<file path="config.mk">
export PLATFORM = sky130hd
export DESIGN_NAME = asm_line_scanner
export DESIGN_NICKNAME = d
export VERILOG_FILES = /design/src/rtl/asm_line_scanner.sv
export SDC_FILE = /design/constraint.sdc
export NUM_CORES = 1
export LEC_CHECK = 0
export ABC_AREA = 1
export CAP_MARGIN = 40
export CORE_MARGIN = 3
export CORE_UTILIZATION = 53
export DETAILED_ROUTE_END_ITERATION = 7
export PLACE_DENSITY = 0.91
export SYNTH_ARGS = -nofsm -noshare
export SYNTH_HDL_FRONTEND = slang
export SYNTH_SLANG_ARGS = --single-unit
</file>
<file path="constraint.sdc">
create_clock -name clk_in -period 3.3 [get_ports clk_in]
set_clock_uncertainty 0.1 [all_clocks]
set_input_delay 0.66 -clock clk_in [delete_from_list [all_inputs] [get_ports clk_in]]
set_output_delay 0.66 -clock clk_in [all_outputs]
set_load 0.02 [all_outputs]
</file>
<file path="src/rtl/asm_line_scanner.sv">
// asm_line_scanner: filters a raw ASCII source stream into printable characters
// and end-of-line events, strips '#' comments and counts lines.
// Optional feature macro: ASM_SCANNER_LOWERCASE_EN folds 'A'-'Z' to 'a'-'z'.
module asm_line_scanner #(
  parameter int unsigned NUMBER_LINES = 256
) (
  input  logic                            clk_in,
  input  logic                            rst_in,
  input  logic                            char_valid_in,
  input  logic [7:0]                      char_in,
  output logic                            char_ready_out,
  output logic                            new_character,
  output logic                            new_line,
  output logic [7:0]                      ascii_out,
  output logic [$clog2(NUMBER_LINES)-1:0] line_num_out,
  output logic                            line_overflow_out,
  output logic                            done_out
);

  localparam int unsigned LW = $clog2(NUMBER_LINES);
  localparam logic [LW-1:0] LINE_MAX = LW'(NUMBER_LINES - 1);

  typedef enum logic [1:0] {
    S_LINE,
    S_COMMENT,
    S_FLUSH,
    S_DONE
  } state_t;

  state_t        state_q;
  logic          ready_q;
  logic          new_char_q;
  logic          new_line_q;
  logic [7:0]    ascii_q;
  logic [LW-1:0] line_q;
  logic          ovf_q;
  logic          done_q;
  logic          content_q;

  logic          accept;
  logic          is_lf;
  logic          is_term;
  logic          is_hash;
  logic          is_tab;
  logic          is_print;
  logic          line_wrap;
  logic [LW-1:0] line_d;

  // Character mapping applied to every emitted printable character
  function automatic logic [7:0] map_char(input logic [7:0] c);
`ifdef ASM_SCANNER_LOWERCASE_EN
    if (c >= 8'h41 && c <= 8'h5A) return c + 8'h20;
`endif
    return c;
  endfunction

  // Ready is a registered state decode, forced low while reset is asserted
  assign char_ready_out = ready_q & ~rst_in;
  assign accept         = char_valid_in & char_ready_out;

  // Character classification of the offered byte
  assign is_lf    = (char_in == 8'h0A);
  assign is_term  = (char_in == 8'h00) || (char_in == 8'h04);
  assign is_hash  = (char_in == 8'h23);
  assign is_tab   = (char_in == 8'h09);
  assign is_print = (char_in >= 8'h20) && (char_in <= 8'h7E);

  // Next line number with explicit wrap at NUMBER_LINES-1
  assign line_wrap = (line_q == LINE_MAX);
  assign line_d    = line_wrap ? '0 : line_q + LW'(1);

  // Scanner FSM with registered outputs
  always_ff @(posedge clk_in) begin
    if (rst_in) begin
      state_q    <= S_LINE;
      ready_q    <= 1'b1;
      new_char_q <= 1'b0;
      new_line_q <= 1'b0;
      ascii_q    <= 8'h00;
      line_q     <= '0;
      ovf_q      <= 1'b0;
      done_q     <= 1'b0;
      content_q  <= 1'b0;
    end else begin
      new_char_q <= 1'b0;
      new_line_q <= 1'b0;
      case (state_q)
        S_LINE, S_COMMENT: begin
          if (accept) begin
            if (is_lf) begin
              new_line_q <= 1'b1;
              line_q     <= line_d;
              if (line_wrap) ovf_q <= 1'b1;
              content_q  <= 1'b0;
              state_q    <= S_LINE;
            end else if (is_term) begin
              ready_q <= 1'b0;
              state_q <= content_q ? S_FLUSH : S_DONE;
            end else if (state_q == S_LINE) begin
              if (is_hash) begin
                state_q <= S_COMMENT;
              end else if (is_tab) begin
                new_char_q <= 1'b1;
                ascii_q    <= 8'h20;
              end else if (is_print) begin
                new_char_q <= 1'b1;
                ascii_q    <= map_char(char_in);
                if (char_in != 8'h20) content_q <= 1'b1;
              end
            end
          end
        end
        S_FLUSH: begin
          new_line_q <= 1'b1;
          line_q     <= line_d;
          if (line_wrap) ovf_q <= 1'b1;
          content_q  <= 1'b0;
          state_q    <= S_DONE;
        end
        S_DONE: begin
          done_q <= 1'b1;
        end
      endcase
    end
  end

  assign new_character     = new_char_q;
  assign new_line          = new_line_q;
  assign ascii_out         = ascii_q;
  assign line_num_out      = line_q;
  assign line_overflow_out = ovf_q;
  assign done_out          = done_q;

endmodule

</file>
==> tab_implementation.tex <==
\begin{tabular}{lr}
\hline
Metric & Value \\
\hline
\multicolumn{2}{l}{\textbf{Outcome}} \\
\quad Result of the run & complete, no violations \\
\multicolumn{2}{l}{\textbf{CTS}} \\
\quad Setup Fix Bufs, Post-CTS & 0 \\
\quad Total CTS buffers & 3 \\
\quad Clock H-tree levels & 1 \\
\quad Clock tree from TritonCTS & done \\
\quad Hold buffers post-CTS & 0 \\
\quad Number of clock sinks & 24 \\
\quad CTS max path bufs & 2 \\
\quad PostCTS Resize Cnt & 0 \\
\quad Clk Latency, worst-skew pair & about 0.32 ns \\
\quad Clock Tree Root & clkbuf\_4 \\
\quad Clock slew at reported path FFs & between 0.1 and 0.15 ns \\
\multicolumn{2}{l}{\textbf{Pwr}} \\
\quad Power per Cell Area & roughly 330 nW/um\^{}2 \\
\quad Leak Pwr & between 0.8 and 0.9 nW \\
\quad Maximum VDD drop & approximately 0.42 mV \\
\quad Power, Total & roughly 0.59 mW \\
\multicolumn{2}{l}{\textbf{GRT}} \\
\quad Overflow left after global routing & 0 \\
\quad Total GRT Usage & between 20\% and 30\% \\
\quad Wire length of the first global-routing pass & between 5000 and 6000 um \\
\quad Via count of the first global-routing pass & $\sim$1300 \\
\quad Pin count of the biggest net entering global routing & 17 \\
\quad Number of antenna violations at the first check in global routing & 0 \\
\multicolumn{2}{l}{\textbf{Floorplan}} \\
\quad Height of the die & 57.9 um \\
\quad Area of the core & 2520 um\^{}2 \\
\quad Chip width & 57.9 um \\
\quad Num ports & 32 \\
\quad Initial Util & $\sim$56\% \\
\quad Num rows & 18 \\
\quad Floorplan die area & about 3300 um\^{}2 \\
\multicolumn{2}{l}{\textbf{Synthesis}} \\
\quad Post-synth top flop & dfxtp\_1 \\
\quad Cell types occupying the most area after synthesis & dfxtp\_1, nand2\_1, nor2\_1 \\
\quad Number of warnings reported in the yosys synthesis log & 0 \\
\quad Count of different cell masters after synthesis & 23 \\
\quad Count of flip-flops with a built-in enable after synthesis & 0 \\
\quad Most area-hungry cell type in the Yosys netlist & dfxtp\_1 \\
\quad Synthesized area & 1430 um\^{}2 \\
\quad Flop and latch count out of synthesis & 24 \\
\quad Syn Inst Count & 224 \\
\quad Top cell types by occurrence after synthesis & nand2\_1, nor2\_1, inv\_1, dfxtp\_1, nand3\_1 \\
\quad Share of the synthesized area in the top cell type & between 30\% and 40\% \\
\quad Sequential share of the synthesized area & between 30\% and 40\% \\
\quad Net count after synthesis & roughly 240 \\
\quad Most common cell in the netlist & nand2\_1 \\
\quad Avg Inst Size Synth & $\sim$6.4 um\^{}2 \\
\quad Share of flip-flops with an asynchronous set or reset & 0\% \\
\multicolumn{2}{l}{\textbf{Critical path}} \\
\quad Critical path data arrival time & 1.89 ns \\
\quad Worst-case register-to-register setup slack & between 1.5 and 2 ns \\
\quad Required time worst endpoint & between 2 and 3 ns \\
\quad Cell at the slowest stage of the critical path & clkdlybuf4s50\_1 \\
\quad Sort of element at the end of the critical path & output pin \\
\quad Kind of cell with the highest combined delay on the critical path & buffers and inverters \\
\quad Largest fanout on the critical path & 2 \\
\quad Critical path cell sequence & clkdlybuf4s50\_1 > nor2\_2 > clkdlybuf4s50\_1 \\
\quad Crit-path most repeated cell & clkdlybuf4s50\_1 \\
\quad Crit-path max cell delay & between 0.6 and 0.7 ns \\
\quad Crit path buffers/inverters & 2 \\
\quad Kind of critical path & input pin to output pin \\
\quad Crit start category & input pin \\
\multicolumn{2}{l}{\textbf{Layout}} \\
\quad Share of layout cells above drive strength 1 & 11.3\% \\
\quad P\&R area growth vs syn & 25.7\% \\
\quad Fin nets & 269 \\
\quad Ant. Diodes & 0 \\
\multicolumn{2}{l}{\textbf{Drt}} \\
\quad Number of search-and-repair iterations in the first detailed-routing pass & 5 \\
\quad Number of DRC markers after the initial detailed-route iteration & 75 \\
\quad Number of antenna-violating nets in the routed design & 0 \\
\quad Post-Route WL & between 3000 and 4000 um \\
\quad Residual DRC count & 0 \\
\quad Vias after detailed routing & roughly 1400 \\
\quad Wirelength per Cell & 10.9 um \\
\quad Via-per-instance ratio & around 5 \\
\multicolumn{2}{l}{\textbf{Place}} \\
\quad Port Buffers & 31 \\
\quad Placer's final routability congestion estimate & 0.880 \\
\quad HPWL after detailed placement & 2330 um \\
\multicolumn{2}{l}{\textbf{Timing}} \\
\quad Slew at the pin with the worst max-slew slack & $\sim$0.33 ns \\
\quad Final count of pins violating max slew & 0 \\
\quad Max-slew headroom at the worst pin & 77.9\% \\
\quad TNS Setup & 0 ns \\
\quad Setup Viol. Count Final & 0 \\
\quad Maximum clock frequency & 0.378 GHz \\
\quad Unrepaired setup endpoints after global routing & false \\
\quad Min Clock Period, post-route & about 2.6 ns \\
\quad Share of the clock period used by the worst path after layout & approximately 80\% \\
\quad Final count of hold timing violations & 0 \\
\multicolumn{2}{l}{\textbf{Run}} \\
\quad Maximum capacitance violations & 0 \\
\multicolumn{2}{l}{\textbf{Hold path}} \\
\quad Class of the most critical hold timing path & flip-flop to flip-flop \\
\hline
\end{tabular}
-- sequential cells by signal, summed over array words and instances (netlist names) --
signal	flops
ascii_out	8
content_q	1
done_out	1
line_num_out	8
line_overflow_out	1
new_character	1
new_line	1
ready_q	1
state_q	2
-- per-layer routing --
layer  global-route usage, %  wire length [um]  up-vias
met3                    4.68               221        4
met1                    25.1              1320      628
li1                        -                 -      739
met5                       0                 0        -
met2                    34.8              1540       47
met4                    4.97                29        0
-- power by group --
group / internal [mW] / switching, mW / leakage [nW]
combinational: 0.0325 / 0.0441 / 0.652
clock: 0.123 / 0.0888 / 0.0279
sequential: 0.295 / 0.00245 / 0.194
-- cell usage in the layout (no fill, tap or decap) --
cell type        Yosys  layout
inv_1               31      31
bufinv_16            0       1
nor2_4               3       3
nand3_4              1       1
inv_2                6       6
a21oi_1             11      11
o21ai_1              1       1
clkdlybuf4s50_1      0      31
nand2_1             65      65
nor3_4               1       1
clkbuf_4             0       3
xor2_1               3       3
dfxtp_1             24      24
nor2_1              38      38
ha_1                 1       1
nand3_1             15      15
nand2_2              4       4
nand2_4              1       1
xnor2_1              1       1
nand4_1              3       3
nand3_2              2       2
buf_4                0       1
o21ai_0              3       3
nor2_2               6       6
-- worst paths after layout --
kind | start | to | cells past startpoint
setup / recovery | rst_in | char_ready_out | 3
hold / removal | ascii_out[7]$_SDFFE_PP0P_ | ascii_out[7]$_SDFFE_PP0P_ | 2
setup reg to reg | line_num_out[0]$_SDFFE_PP0P_ | line_num_out[7]$_SDFFE_PP0P_ | 8
hold reg to reg | ascii_out[7]$_SDFFE_PP0P_ | ascii_out[7]$_SDFFE_PP0P_ | 2
-- metrics by stage --
stage	hold WS [ns]	cells	worst slack, ns	utilization [%]	area, um^2
floorplan	0.319	224	1.50	-	1430
global placement	0.329	282	0.649	68.9	1740
detailed placement	0.337	282	0.644	68.9	1740
CTS	0.358	286	0.644	71.0	1790
global route	0.376	286	0.608	71.0	1790
finish	0.356	286	0.651	71.0	1790
-- layout make-up --
cell class                      instances  area [um^2]
Clock buffer                            3         22.5
Clock inverter                          1         30.0
Fill cell                             221          731
Inverter                               37          139
Multi-Input combinational cell        159          764
Sequential cell                        24          480
Tap cell                               30         37.5
Timing Repair Buffer                   32          318
-- cell families after synthesis --
| kind of cell | count (synthesis) | share of synthesized area [%] |
|---|---|---|
| compound gates | 15 | 5.27 |
| xor+xnor | 4 | 2.46 |
| flops | 24 | 33.7 |
| fa+ha+maj | 1 | 0.878 |
| buf+inv | 41 | 12.6 |
| simple gates | 139 | 45.0 |
-- worst min-delay path, cell delays in order, from the launching register on --
cell     delay (ns)
dfxtp_1        0.33
nand2_1        0.06
nor2_1         0.04
Note: power is estimated with default switching activity, not from simulation.
